`config.mk`:
```
export PLATFORM = sky130hd
export DESIGN_NAME = tick_scheduler_flat
export DESIGN_NICKNAME = d
export VERILOG_FILES = /design/src/rtl/tick_scheduler_pkg.sv /design/src/rtl/tick_scheduler_if.sv /design/src/rtl/tick_prescaler.sv /design/src/rtl/tick_scheduler.sv /design/src/flat_wrapper.sv
export SDC_FILE = /design/constraint.sdc
export NUM_CORES = 1
export LEC_CHECK = 0
export ABC_AREA = 0
export BUFFER_PORTS_ARGS = -buffer_cell sky130_fd_sc_hd__buf_2
export CORE_ASPECT_RATIO = 0.7
export CORE_MARGIN = 2
export CORE_UTILIZATION = 35
export CTS_CLUSTER_DIAMETER = 60
export DETAILED_ROUTE_END_ITERATION = 8
export PLACE_DENSITY_LB_ADDON = 0.15
export SYNTH_ARGS = -nofsm -noshare
export SYNTH_HDL_FRONTEND = slang
export SYNTH_SLANG_ARGS = --single-unit
```
`constraint.sdc`:
```
create_clock -name clk -period 5.4 [get_ports clk]
set_clock_uncertainty 0.1 [all_clocks]
set_input_delay 0.54 -clock clk [delete_from_list [all_inputs] [get_ports clk]]
set_output_delay 0.54 -clock clk [all_outputs]
set_load 0.02 [all_outputs]
```
`src/rtl/tick_scheduler_pkg.sv`:
```
// tick_sched_pkg: shared constants and helpers for the tick scheduler slice.
//   CLK_DIV_DEF / NUM_CH_DEF / PERIOD_W_DEF : default build parameters
//   ch_w(n)                                 : channel index width, clog2(n) with a floor of 1
//   ch_idx_t                                : channel index for the default channel count
package tick_sched_pkg;

  localparam int CLK_DIV_DEF  = 50;  // 50 MHz -> 1 us tick
  localparam int NUM_CH_DEF   = 4;
  localparam int PERIOD_W_DEF = 16;

  function automatic int ch_w(input int n);
    return (n <= 2) ? 1 : $clog2(n);
  endfunction

  localparam int CH_W_DEF = ch_w(NUM_CH_DEF);

  typedef logic [CH_W_DEF-1:0] ch_idx_t;

endpackage

```
`src/rtl/tick_scheduler_if.sv`:
```
// tick_scheduler_if: valid/ready event port carrying the fired channel number.
//   fire_valid : scheduler has at least one pending channel
//   fire_ch    : channel being offered (stable while valid & !ready)
//   fire_ready : consumer accepts the offered event
// Modports: master = scheduler side, slave = consumer side.
interface tick_scheduler_if
  import tick_sched_pkg::*;
#(
  parameter int CH_W = CH_W_DEF
);
  logic            fire_valid;
  logic [CH_W-1:0] fire_ch;
  logic            fire_ready;

  modport master (output fire_valid, output fire_ch, input fire_ready);
  modport slave  (input fire_valid, input fire_ch, output fire_ready);
endinterface

```
`src/rtl/tick_prescaler.sv`:
```
// tick_prescaler: divides clk down to a one-cycle tick every CLK_DIV cycles.
//   clk, reset (async, active-high)
//   enable : counter advances only while high; tick is gated by it too
//   tick   : one-clk pulse when the counter sits on its last value
module tick_prescaler
  import tick_sched_pkg::*;
#(
  parameter int CLK_DIV = CLK_DIV_DEF
)(
  input  logic clk,
  input  logic reset,
  input  logic enable,
  output logic tick
);

  localparam int             CW   = $clog2(CLK_DIV);
  localparam logic [CW-1:0]  LAST = CW'(CLK_DIV - 1);

  logic [CW-1:0] pre_cnt;

  always_ff @(posedge clk or posedge reset) begin
    if (reset)       pre_cnt <= '0;
    else if (enable) pre_cnt <= (pre_cnt == LAST) ? '0 : pre_cnt + 1'b1;
  end

  // Pure decode of a register plus enable: no extra state, one pulse per wrap.
  assign tick = enable & (pre_cnt == LAST);

endmodule

```
`src/rtl/tick_scheduler.sv`:
```
// tick_scheduler: NUM_CH programmable period counters running on a 1 us tick,
// with due channels shared over one round-robin valid/ready event port.
//   clk, reset (async, active-high)
//   enable              : advances prescaler and channel counters
//   cfg_we/cfg_ch/cfg_period : period write; period 0 disables the channel
//   tick                : prescaler pulse
//   fire (master)       : fire_valid / fire_ch / fire_ready event port
//   overrun, ovr_clr    : sticky per-channel overrun flags and their clear
// Optional feature: define TICK_SCHED_OVERRUN_EN to build the overrun flags;
// otherwise overrun is tied low and repeated expiries coalesce silently.
module tick_scheduler
  import tick_sched_pkg::*;
#(
  parameter  int CLK_DIV  = CLK_DIV_DEF,
  parameter  int NUM_CH   = NUM_CH_DEF,
  parameter  int PERIOD_W = PERIOD_W_DEF,
  localparam int CH_W     = ch_w(NUM_CH)
)(
  input  logic                 clk,
  input  logic                 reset,
  input  logic                 enable,
  input  logic                 cfg_we,
  input  logic [CH_W-1:0]      cfg_ch,
  input  logic [PERIOD_W-1:0]  cfg_period,
  output logic                 tick,
  tick_scheduler_if.master     fire,
  output logic [NUM_CH-1:0]    overrun,
  input  logic                 ovr_clr
);

  logic [NUM_CH-1:0][PERIOD_W-1:0] period_q, ch_cnt_q;
  logic [NUM_CH-1:0]               pending_q, expire, cfg_hit, accept_hit;
  logic [CH_W-1:0]                 rr_ptr_q, rr_pick, lock_ch_q;
  logic                            lock_q, accept;

  tick_prescaler #(.CLK_DIV(CLK_DIV)) u_pre (
    .clk    (clk),
    .reset  (reset),
    .enable (enable),
    .tick   (tick)
  );

  // ---------------- arbiter ----------------
  // First pending channel at or after rr_ptr, wrapping.
  always_comb begin
    logic found;
    found   = 1'b0;
    rr_pick = '0;
    for (int k = 0; k < NUM_CH; k++) begin
      int idx;
      idx = int'(rr_ptr_q) + k;
      if (idx >= NUM_CH) idx = idx - NUM_CH;
      if (!found && pending_q[idx]) begin
        found   = 1'b1;
        rr_pick = CH_W'(idx);
      end
    end
  end

  assign fire.fire_valid = |pending_q;
  // Once offered and stalled, keep offering the same channel until it is taken.
  assign fire.fire_ch    = lock_q ? lock_ch_q : rr_pick;
  assign accept          = fire.fire_valid & fire.fire_ready;

  always_comb begin
    cfg_hit    = '0;
    expire     = '0;
    accept_hit = '0;
    for (int i = 0; i < NUM_CH; i++) begin
      cfg_hit[i]    = cfg_we & (cfg_ch == CH_W'(i));
      expire[i]     = tick & (period_q[i] != '0) & (ch_cnt_q[i] == period_q[i] - 1'b1);
      accept_hit[i] = accept & (fire.fire_ch == CH_W'(i));
    end
  end

  always_ff @(posedge clk or posedge reset) begin
    if (reset) begin
      rr_ptr_q  <= '0;
      lock_q    <= 1'b0;
      lock_ch_q <= '0;
    end else begin
      if (accept) begin
        rr_ptr_q <= (fire.fire_ch == CH_W'(NUM_CH - 1)) ? '0 : fire.fire_ch + 1'b1;
        lock_q   <= 1'b0;
      end else if (lock_q) begin
        // Reconfiguring the held channel wipes its event, so let go.
        if (cfg_we && cfg_ch == lock_ch_q) lock_q <= 1'b0;
      end else if (fire.fire_valid && !(cfg_we && cfg_ch == fire.fire_ch)) begin
        // Don't latch onto a channel whose pending bit is being cleared now.
        lock_q    <= 1'b1;
        lock_ch_q <= fire.fire_ch;
      end
    end
  end

  // ---------------- channel counters ----------------
  always_ff @(posedge clk or posedge reset) begin
    if (reset) begin
      period_q  <= '0;
      ch_cnt_q  <= '0;
      pending_q <= '0;
    end else begin
      for (int i = 0; i < NUM_CH; i++) begin
        if (cfg_hit[i]) begin
          period_q[i]  <= cfg_period;
          ch_cnt_q[i]  <= '0;
          pending_q[i] <= 1'b0;
        end else begin
          if (tick && period_q[i] != '0)
            ch_cnt_q[i] <= expire[i] ? '0 : ch_cnt_q[i] + 1'b1;
          // A fresh expiry beats a coincident acceptance: the event re-arms.
          if (expire[i])          pending_q[i] <= 1'b1;
          else if (accept_hit[i]) pending_q[i] <= 1'b0;
        end
      end
    end
  end

  // ---------------- overrun ----------------
`ifdef TICK_SCHED_OVERRUN_EN
  logic [NUM_CH-1:0] ovr_q, ovr_set;

  assign ovr_set = expire & pending_q & ~accept_hit & ~cfg_hit;

  // Clear first, then OR in new sets so a coincident set survives the clear.
  always_ff @(posedge clk or posedge reset) begin
    if (reset) ovr_q <= '0;
    else       ovr_q <= (ovr_clr ? '0 : ovr_q) | ovr_set;
  end

  assign overrun = ovr_q;
`else
  logic unused_ovr_clr;
  assign unused_ovr_clr = ovr_clr;
  assign overrun        = '0;
`endif

endmodule

```
`src/flat_wrapper.sv`:
```
// flat-port wrapper written by rule: the top's interface ports become plain ports
module tick_scheduler_flat import tick_sched_pkg::*;
#(
  parameter  int CLK_DIV  = CLK_DIV_DEF,
  parameter  int NUM_CH   = NUM_CH_DEF,
  parameter  int PERIOD_W = PERIOD_W_DEF,
  localparam int CH_W     = ch_w(NUM_CH)
)
  (clk, reset, enable, cfg_we, cfg_ch, cfg_period, tick, overrun, ovr_clr, fire_fire_valid, fire_fire_ch, fire_fire_ready);
  tick_scheduler_if #(.CH_W((ch_w(NUM_CH)))) fire_i ();
  input  logic clk;
  input  logic reset;
  input  logic enable;
  input  logic cfg_we;
  input  logic [CH_W-1:0] cfg_ch;
  input  logic [PERIOD_W-1:0] cfg_period;
  output logic tick;
  output logic [NUM_CH-1:0] overrun;
  input  logic ovr_clr;
  output wire logic [$bits(fire_i.fire_valid)-1:0] fire_fire_valid;
  output wire logic [$bits(fire_i.fire_ch)-1:0] fire_fire_ch;
  input wire logic [$bits(fire_i.fire_ready)-1:0] fire_fire_ready;
  assign fire_fire_valid = fire_i.fire_valid;
  assign fire_fire_ch = fire_i.fire_ch;
  assign fire_i.fire_ready = fire_fire_ready;
  tick_scheduler #(.CLK_DIV(CLK_DIV), .NUM_CH(NUM_CH), .PERIOD_W(PERIOD_W)) u_core (.clk(clk), .reset(reset), .enable(enable), .cfg_we(cfg_we), .cfg_ch(cfg_ch), .cfg_period(cfg_period), .tick(tick), .fire(fire_i), .overrun(overrun), .ovr_clr(ovr_clr));
endmodule
```
==> results of run 1 <==
[per-layer routing]
layer  track usage  up-vias  routed length, microns
li1              -     3695                       -
met5             0        -                       0
met4        0.0359        0                     163
met1         0.291     3666                   13100
met2         0.259      138                    9910
met3        0.0418       12                    1020
[worst paths after layout]
path | start | end | slack, ps | depth (start not counted)
max | u_core.period_q[37]$_DFFE_PP0P_ | u_core.ch_cnt_q[35]$_DFFE_PP0P_ | 1650 | 8
min | reset | u_core.u_pre.pre_cnt[0]$_DFFE_PP0P_ | 40 | 2
max reg2reg | u_core.period_q[37]$_DFFE_PP0P_ | u_core.ch_cnt_q[35]$_DFFE_PP0P_ | 1650 | 8
min reg2reg | u_core.rr_ptr_q[0]$_DFFE_PP0P_ | u_core.rr_ptr_q[0]$_DFFE_PP0P_ | 380 | 2
max in group asynchronous | reset | u_core.period_q[58]$_DFFE_PP0P_ | 4140 | 3
min in group clk | enable | u_core.u_pre.pre_cnt[1]$_DFFE_PP0P_ | 280 | 2
[worst max-delay path, stage by stage (launching register included)]
cell and delay [ps]:
dfrtp_1 470, or4_1 660, nor4_1 880, and4b_1 290, nor4_1 60, o21ai_1 150, nand4_1 370, nand2_1 530
nor2_1 100
[layout make-up]
| type | instances | area (sq um) |
|---|---|---|
| inverters | 28 | 111 |
| flip-flops and latches | 143 | 3580 |
| repair buffers | 33 | 183 |
| fillers | 2550 | 15500 |
| well taps | 331 | 414 |
| multi-input cells | 837 | 5150 |
| clock inverters | 13 | 188 |
| clock buffers | 19 | 443 |
[stage by stage]
stage / worst slack [ps] / util / hold WS, ps
final: 1650 / 0.394 / 40.8
after global routing: 1330 / 0.394 / 81.9
after CTS: 1670 / 0.394 / 50.4
after detailed placement: 1580 / 0.369 / 368
after global placement: 1580 / 0.369 / 367
after floorplan: 922 / - / 349
[power by group through the flow]
stage	Clock, W	Sequential (W)	Combinational, W
floorplan	0	0.00133	0.000498
global placement	0	0.00139	0.000597
detailed placement	0	0.00139	0.000603
CTS	0.00131	0.00137	0.000609
global route	0.00135	0.00140	0.000695
finish	0.00128	0.00137	0.000611
[flip-flops by register name, indices dropped and copies added (netlist names)]
name,cells
u_core.period_q,64
u_core.ch_cnt_q,64
u_core.lock_q,1
u_core.rr_ptr_q,2
u_core.lock_ch_q,2
u_core.u_pre.pre_cnt,6
u_core.pending_q,4
[cells in the mapped netlist (all sizes together), types with 13 or more instances]
cell,count,area share
a21oi,24,0.013
and3,15,0.010
buf,18,0.015
clkbuf,34,0.014
dfrtp,143,0.39
ha,18,0.025
inv,27,0.011
mux2,19,0.024
nand2,233,0.097
nand3,50,0.028
nand4,24,0.017
nor2,80,0.033
nor3,32,0.018
nor4,13,0.014
o21ai,42,0.023
o311ai,15,0.019
or3,13,0.0090
xnor2,56,0.054
xor2,52,0.050
[cells by family after synthesis]
group                    share of synthesized area
XOR/XNOR                                     0.104
multiplexers                                0.0357
AO/OA/AOI/OAI                                0.119
other                                     0.000413
AND/OR/NAND/NOR                              0.281
adder cells (fa/ha/maj)                     0.0248
buffers and inverters                       0.0405
flip-flops                                   0.394
==> results.py, run 1 <==
metrics = {
    "status": {
        "status": "completed",
    },
    "critical_path": {
        "critical_path_class": "flip-flop to flip-flop",
        "cp-end-kind": "flip-flop",
        "startpoint_type": "flip-flop",
        "cp.required_ps": 5600,
        "crit_fanout": 13,
        "arrival_ps": 3950,
    },
    "finish": {
        "layout.nets": 1102,
        "area_growth_pct": 10.9,
        "layout_commonest_cell": "nand2_1",
        "diodes": 0,
        "final-instance-count-excl-fill": 1404,
        "drive_gt1_frac": 0.109,
        "layout_common_cells": "nand2_1 (232), dfrtp_1 (143), nor2_1 (80), xnor2_1 (56), xor2_1 (52)",
        "design_area_sq_um": 10100,
    },
    "power_and_ir_drop": {
        "clock_power_share": 0.393,
        "total_power_w": 0.00327,
        "switching_share": 0.312,
        "seq_power_share": 0.420,
        "switchingPower_w": 0.00102,
        "leakage_nw": 4.26,
        "cell_internal_pwr_w": 0.00225,
        "powerDensity_nw_per_um2": 325,
        "comb_power_share": 0.187,
        "max-vdd-ir-drop_mv": 0.243,
    },
    "routing": {
        "ant_nets": 0,
        "wire_per_inst_microns": 17.2,
        "drtPass1Iterations": 5,
        "avgViaCountPerCell": 5.35,
        "dr_total_vias": 7511,
        "wl_microns": 24200,
        "initialDrtViolationCount": 551,
        "drc": 0,
    },
    "die": {
        "pin_count": 32,
        "fp.coreArea_sq_um": 25600,
        "start_util": 0.355,
        "dieArea_sq_um": 27300,
        "die_width_microns": 197,
        "num_rows": 49,
        "die_height_microns": 139,
    },
    "placed_design": {
        "dpl-instance-area_sq_um": 9440,
        "dpl.hpwl_microns": 17400,
        "port_buffers": 26,
        "dp_cells": 1372,
        "place_congestion": 0.844,
    },
    "yosys": {
        "yosysWarnings": 0,
        "netlist-cell-type-count": 77,
        "yosys_most_used_dff": "dfrtp_1",
        "ys_seq_area_frac": 0.394,
        "netlist_area_sq_um": 9080,
        "synth_area_per_cell_sq_um": 8.59,
        "synth_edf_count": 0,
        "async_flop_share": 1.00,
        "synth-seq-cells": 143,
        "synth_cells": 1057,
    },
    "sta": {
        "timing.final.crit_period_ps": 3750,
        "period_share": 0.694,
        "hold_viol_final": 0,
        "worstMarginPinSlew_ps": 1020,
        "maxSlewViolCount": 0,
        "setup-tns-final_ps": 0,
        "setup_viol": 0,
        "relSlewSlack": 0.318,
        "clock.fmax_mhz": 267,
        "rsz0062_at_grt": "no",
    },
    "global_route": {
        "grt-ovfl-total": 0,
        "grt_pass1_wl_microns": 39900,
        "antenna_found_initial": 0,
        "grt_pass1_vias": 7080,
        "grt_max_degree": 53,
        "grt_usage": 0.186,
    },
    "hold_path": {
        "hp-class": "input port to asynchronous set/reset pin",
    },
    "clock_network": {
        "cts.sinks": 143,
        "clockBufferDepth": 2,
        "htreeDepth": 4,
        "cts_resized": 0,
        "cts_setup_buffers": 0,
        "postCtsHoldBufs": 0,
        "clk_latency_ps": 440,
        "cts_tree": "done",
        "cts-buffers-inserted": 17,
        "path_clk_slew_ps": 60,
        "cts_root_buf": "clkbuf_16",
    },
    "run": {
        "drv_cap": 0,
    },
}
No activity file was read; power rests on OpenSTA's default activity.
==> inputs of run 2 (changes only) <==
==> constraint.sdc (replaced) <==
create_clock -name clk -period 3.17 [get_ports clk]
set_clock_uncertainty 0.1 [all_clocks]
set_input_delay 0.317 -clock clk [delete_from_list [all_inputs] [get_ports clk]]
set_output_delay 0.317 -clock clk [all_outputs]
set_load 0.02 [all_outputs]
==> run 2 against run 1 <==
Effect of this change: final area grew 4.8%; the flow now finishes with violations (hold timing); register-to-register slack worse by 1500 ps; cell count is 3.6% higher; critical path depth increased by 2; via count up 1.7%; critical endpoint is now u_core.ch_cnt_q[7]$_DFFE_PP0P_; die area is the same; sequential power increased by 68%; combinational power rose by 98%; largest cell class unchanged.
==> results.py, run 2 (synthesis gave the netlist of run 1 again) <==
metrics = {
    "status": {
        "status": "complete, but fails checks",
        "violations": "hold timing",
    },
    "sta": {
        "setup_viol": 0,
        "maxSlewViolCount": 0,
        "relSlewSlack": 0.361,
        "worstMarginPinSlew_ps": 956,
        "timing.final.crit_period_ps": 3000,
        "setup-tns-final_ps": 0,
        "hold_viol_final": 23,
        "fin_hold_ws_ps": -23.2,
        "rsz0062_at_grt": "no",
        "clock.fmax_mhz": 333,
        "period_share": 0.947,
    },
    "power_and_ir_drop": {
        "max-vdd-ir-drop_mv": 0.361,
        "leakage_nw": 4.54,
        "powerDensity_nw_per_um2": 542,
    },
    "routing": {
        "ant_nets": 0,
        "initialDrtViolationCount": 549,
        "dr_total_vias": 7636,
        "avgViaCountPerCell": 5.25,
        "drtPass1Iterations": 5,
        "drc": 0,
        "wire_per_inst_microns": 17.0,
        "wl_microns": 24800,
    },
    "critical_path": {
        "cp.required_ps": 3410,
        "rrSetupSlack_ps": 170,
        "crit_fanout": 10,
        "cp-end-kind": "flip-flop",
        "critical_path_class": "flip-flop to flip-flop",
        "startpoint_type": "flip-flop",
        "arrival_ps": 3240,
    },
    "placed_design": {
        "dpl.hpwl_microns": 17800,
        "dp_cells": 1419,
        "dpl-instance-area_sq_um": 9840,
        "port_buffers": 26,
        "place_congestion": 0.804,
    },
    "clock_network": {
        "cts-buffers-inserted": 17,
        "clk_latency_ps": 440,
        "clockBufferDepth": 2,
        "postCtsHoldBufs": 0,
        "cts_tree": "done",
        "path_clk_slew_ps": 60,
        "cts_root_buf": "clkbuf_16",
        "cts.sinks": 143,
        "htreeDepth": 4,
    },
    "global_route": {
        "grt-ovfl-total": 0,
        "grt_pass1_wl_microns": 40600,
        "grt_usage": 0.190,
        "antenna_found_initial": 0,
        "grt_max_degree": 144,
        "grt_pass1_vias": 7271,
    },
    "hold_path": {
        "hp-class": "input port to asynchronous set/reset pin",
    },
    "finish": {
        "layout.nets": 1152,
        "layout_commonest_cell": "nand2_1",
        "final-instance-count-excl-fill": 1454,
        "diodes": 0,
        "area_growth_pct": 16.2,
        "drive_gt1_frac": 0.151,
        "layout_common_cells": "nand2_1 (232), dfrtp_1 (143), nor2_1 (80), xnor2_1 (56), buf_4 (53)",
        "top_regs": "u_core.ch_cnt_q x64, u_core.period_q x64, u_core.u_pre.pre_cnt x6",
        "fillers": 2540,
        "design_area_sq_um": 10500,
    },
    "die": {
        "die_width_microns": 197,
        "dieArea_sq_um": 27300,
        "fp.coreArea_sq_um": 25600,
        "pin_count": 32,
        "start_util": 0.355,
        "die_height_microns": 139,
        "num_rows": 49,
    },
    "run": {
        "drv_cap": 0,
    },
}
-- run 2: changes by cell type in the layout (fill, tap and decap cells not counted), sizes merged --
cell	previous run	this run
buf	33	83
bufinv	4	5
clkbuf	19	21
clkinv	6	3
clkinvlp	3	4
inv	28	27
-- run 2: per-stage QoR --
step	power (W)	util	hold slack [ps]	setup slack, ps
2_1_floorplan	0.00311	-	322	142
3_3_place_gp	0.00349	0.385	367	59.4
3_5_place_dp	0.00351	0.385	367	11.2
4_1_cts	0.00576	0.410	45.8	46.5
5_1_grt	0.00602	0.412	87.1	0.499
6_report	0.00572	0.412	-23.2	169
-- run 2: worst paths after layout --
kind                                                      from                             endpoint  cells after the start
worst max-delay path            u_core.period_q[4]$_DFFE_PP0P_       u_core.ch_cnt_q[7]$_DFFE_PP0P_                     10
worst min-delay path                                     reset      u_core.period_q[52]$_DFFE_PP0P_                      3
worst max register to register  u_core.period_q[4]$_DFFE_PP0P_       u_core.ch_cnt_q[7]$_DFFE_PP0P_                     10
worst min register to register  u_core.rr_ptr_q[0]$_DFFE_PP0P_       u_core.rr_ptr_q[0]$_DFFE_PP0P_                      2
max in group asynchronous                                reset       u_core.ch_cnt_q[7]$_DFFE_PP0P_                      3
min in group clk                                        enable  u_core.u_pre.pre_cnt[1]$_DFFE_PP0P_                      2
-- run 2: critical path, cell delays in order (launching register included) --
cell      delay (ps)
dfrtp_1          370
or4_4            550
buf_4            170
nor4_4           330
nor2_1           100
o41ai_2          320
o31ai_2          170
a31oi_4          270
nand2_4          100
buf_12           160
o311ai_2         240
-- run 2: layer usage --
layer,global-route usage,part of all wire
met1,0.302,0.55
met4,0.0598,0.014
met2,0.260,0.40
met5,0,0
met3,0.0275,0.032
-- run 2: report_power, final --
| part | internal (W) | total, W | switching, W |
|---|---|---|---|
| clock | 0.00141 | 0.00222 | 0.000806 |
| sequential | 0.00204 | 0.00230 | 0.000261 |
| combinational | 0.000538 | 0.00121 | 0.000667 |
-- run 2: final cells by class --
class / instances / area [sq um] / share of cell area
inverters: 28 / 111 / 0.0106
clock buffers: 21 / 450 / 0.0427
well taps: 331 / 414 / 0.0393
clock inverters: 11 / 188 / 0.0178
repair buffers: 83 / 608 / 0.0577
multi-input cells: 837 / 5190 / 0.493
flip-flops and latches: 143 / 3580 / 0.339
-- run 2: timing repair --
item / CTS / global route
pin swaps: 1 / 7
resized for setup: 0 / 11
setup buffers: 1 / 2
endpoints found under the setup margin: 1 / 53
==> inputs of run 3 (changes only) <==
--- a/config.mk
+++ b/config.mk
@@ -7,6 +7,7 @@
 export LEC_CHECK = 0
 export ABC_AREA = 0
 export BUFFER_PORTS_ARGS = -buffer_cell sky130_fd_sc_hd__buf_2
+export CAP_MARGIN = 15
 export CORE_ASPECT_RATIO = 0.7
 export CORE_MARGIN = 2
 export CORE_UTILIZATION = 35
@@ -15,4 +16,5 @@
 export PLACE_DENSITY_LB_ADDON = 0.15
 export SYNTH_ARGS = -nofsm -noshare
 export SYNTH_HDL_FRONTEND = slang
+export SYNTH_HIERARCHICAL = 1
 export SYNTH_SLANG_ARGS = --single-unit
==> run 3 against run 2 <==
Effect of this change: the run ends with setup timing left; synthesized area is 1.3% lower; fmax is 8.5% lower; total power is 1.4% lower; largest cell class unchanged; highest routed layer unchanged.
==> results.py, run 3 <==
metrics = {
    "sta": {
        "timing.final.crit_period_ps": 3280,
        "worstMarginPinSlew_ps": 838,
        "relSlewSlack": 0.441,
        "hold_viol_final": 0,
        "clock.fmax_mhz": 305,
        "maxSlewViolCount": 0,
        "rsz0062_at_grt": "yes",
        "period_share": 1.03,
        "fin_ws_ps": -110,
        "setup_viol": 6,
        "fin_hold_ws_ps": 90.6,
    },
    "die": {
        "dieArea_sq_um": 26900,
        "start_util": 0.360,
        "die_width_microns": 195,
        "die_height_microns": 138,
        "pin_count": 32,
        "fp.coreArea_sq_um": 24900,
        "num_rows": 48,
    },
    "global_route": {
        "grt_pass1_wl_microns": 39400,
        "grt_max_degree": 46,
        "antenna_found_initial": 0,
        "grt-ovfl-total": 0,
        "grt_pass1_vias": 7119,
        "grt_usage": 0.188,
    },
    "yosys": {
        "ys_top_cells_by_area": "dfrtp_1 (40%), nand2_1 (6.8%), xnor2_1 (5.6%)",
        "netlist-cell-type-count": 78,
        "synth_edf_count": 0,
        "yosysWarnings": 6,
        "yosysMostFrequentCell": "nand2_1",
        "synth_area_per_cell_sq_um": 8.88,
        "yosys.area.top_type": "dfrtp_1",
        "synth-seq-cells": 143,
        "synth_fa_ha_area_frac": 0.0251,
        "netlist_area_sq_um": 8960,
        "async_flop_share": 1.00,
        "synth_top_family_by_area": "simple AND/OR/NAND/NOR gates",
        "synth_simple_gate_area_frac": 0.268,
        "synth_compound_area_frac": 0.125,
        "muxShareOfSynthArea": 0.0482,
        "synth_cells": 1010,
        "yosysTopAreaCellShare": 0.399,
        "yosys_most_used_dff": "dfrtp_1",
        "synth_xor_area_frac": 0.101,
        "ys_seq_area_frac": 0.399,
        "synth_common_cells": "nand2_1 (162), dfrtp_1 (143), nor2_1 (82), xnor2_1 (57), nand3_1 (47)",
    },
    "critical_path": {
        "critical_path_class": "flip-flop to flip-flop",
        "critPathMaxStageDelay_ps": 550,
        "cp.required_ps": 3390,
        "r2r_start": "u_core/period_q[58]$_DFFE_PP0P_",
        "rrSetupSlack_ps": -110,
        "crit_slowest_cell": "or4b_4",
        "arrival_ps": 3500,
        "path_buf_inv": 2,
        "worst-r2r-cell-count": 10,
        "critical_path.top_delay_family": "simple AND/OR/NAND/NOR gates",
        "startpoint_type": "flip-flop",
        "crit_fanout": 6,
        "r2r-end": "u_core/ch_cnt_q[58]$_DFFE_PP0P_",
        "cpMostUsedCell": "a22o_1",
        "cp-end-kind": "flip-flop",
        "cp_cell_sequence": "or4_4 -> or3_1 -> a211o_1 -> a22o_1 -> or4b_4 -> o21ai_4 -> buf_12 -> buf_4 -> o21ai_1 -> a22o_1",
    },
    "hold_path": {
        "whs_endpoint": "u_core/period_q[50]$_DFFE_PP0P_",
        "hp-class": "input port to flip-flop",
        "holdPathStages": 3,
        "min-delay-start": "cfg_period[2]",
    },
    "power_and_ir_drop": {
        "max-vdd-ir-drop_mv": 0.406,
        "leakage_nw": 4.55,
        "powerDensity_nw_per_um2": 532,
    },
    "clock_network": {
        "cts_tree": "done",
        "clockBufferDepth": 2,
        "clk_latency_ps": 430,
        "cts_root_buf": "clkbuf_16",
        "htreeDepth": 4,
        "cts.sinks": 143,
        "path_clk_slew_ps": 60,
        "cts-buffers-inserted": 17,
    },
    "finish": {
        "layout_commonest_cell": "nand2_1",
        "final-instance-count-excl-fill": 1422,
        "area_growth_pct": 18.4,
        "diodes": 0,
        "drive_gt1_frac": 0.184,
        "layout_common_cells": "nand2_1 (162), dfrtp_1 (143), nor2_1 (81), buf_4 (65), xnor2_1 (57)",
        "top_regs": "u_core/ch_cnt_q x64, u_core/period_q x64, u_core/u_pre/pre_cnt x6",
        "layout.nets": 1126,
    },
    "routing": {
        "avgViaCountPerCell": 5.34,
        "drc": 0,
        "initialDrtViolationCount": 516,
        "ant_nets": 0,
        "dr_total_vias": 7595,
        "wire_per_inst_microns": 17.0,
        "drtPass1Iterations": 5,
        "wl_microns": 24200,
    },
    "placed_design": {
        "port_buffers": 26,
        "dpl.hpwl_microns": 17500,
        "place_congestion": 0.822,
        "dp_cells": 1384,
    },
    "run": {
        "drv_cap": 0,
    },
    "status": {
        "violations": "setup timing",
        "status": "complete, but fails checks",
    },
}
[run 3: changes by cell type after synthesis, moves of 7 or more]
cell,before,now
nor2b_1,4,15
nand4_1,24,15
nand2_1,232,162
o211ai_1,12,2
o311ai_0,8,1
o21ai_1,2,9
mux2_2,19,33
a22o_1,1,23
nand3b_1,1,10
[run 3: layout make-up]
| class | instances | area (sq um) |
|---|---|---|
| clock inverter | 10 | 159 |
| sequential | 143 | 3580 |
| multi-input combinational | 803 | 5210 |
| tap | 325 | 407 |
| timing repair buffer | 97 | 711 |
| fill | 2458 | 14300 |
| clock buffer | 22 | 464 |
| inverter | 22 | 86.3 |
[run 3: repair_timing]
action	in CTS	in global routing
hold buffers	1	0
endpoints found under the hold margin	31	0
pin swaps	1	7
gates resized for setup	6	18
gates cloned	0	1
setup endpoints to repair	11	51
setup buffers	1	3
[run 3: tightest hold or removal path: cells and delay by family]
family	cells	cell delay, ps
AND/OR/NAND/NOR	2	110
buffers and inverters	1	150
[run 3: logic make-up after synthesis]
group | count (synthesis)
compound gates | 162
xor+xnor | 103
fa+ha+maj | 18
buf+inv | 68
flops | 143
mux | 39
other cells | 1
simple gates | 476
[run 3: layer usage]
metal	vias to the layer above	GRT usage	share of wire
li1	3726	-	-
met4	0	0.0399	0.0074
met1	3690	0.294	0.55
met3	17	0.0428	0.050
met5	-	0	0
met2	162	0.259	0.39
[run 3: worst max-delay path by stage]
stage	start	slack, ps	cells after the start	to
floorplan	u_core/u_pre/pre_cnt[1]$_DFFE_PP0P_	-220	11	u_core/ch_cnt_q[53]$_DFFE_PP0P_
global placement	u_core/period_q[48]$_DFFE_PP0P_	-130	10	u_core/ch_cnt_q[53]$_DFFE_PP0P_
detailed placement	u_core/period_q[48]$_DFFE_PP0P_	-130	10	u_core/ch_cnt_q[53]$_DFFE_PP0P_
CTS	u_core/period_q[48]$_DFFE_PP0P_	-50	10	u_core/ch_cnt_q[60]$_DFFE_PP0P_
global route	u_core/period_q[58]$_DFFE_PP0P_	-200	10	u_core/ch_cnt_q[58]$_DFFE_PP0P_
finish	u_core/period_q[58]$_DFFE_PP0P_	-110	10	u_core/ch_cnt_q[58]$_DFFE_PP0P_
[run 3: through the flow]
step                setup WS, ps  setup TNS (ps)  power, W   util  cell area, sq um
global route                -198           -2220   0.00594  0.426             10600
detailed placement          -135            -683   0.00344  0.395              9850
floorplan                   -218           -2550   0.00303      -              9000
finish                      -110            -497   0.00564  0.426             10600
CTS                        -51.1            -123   0.00565  0.422             10500
global placement            -132            -538   0.00343  0.395              9850
[run 3: power breakdown]
part	leakage, nW	switching, W	total, W	internal, W
sequential	1.85	0.000246	0.00226	0.00201
combinational	2.40	0.000622	0.00120	0.000579
clock	0.301	0.000821	0.00218	0.00136
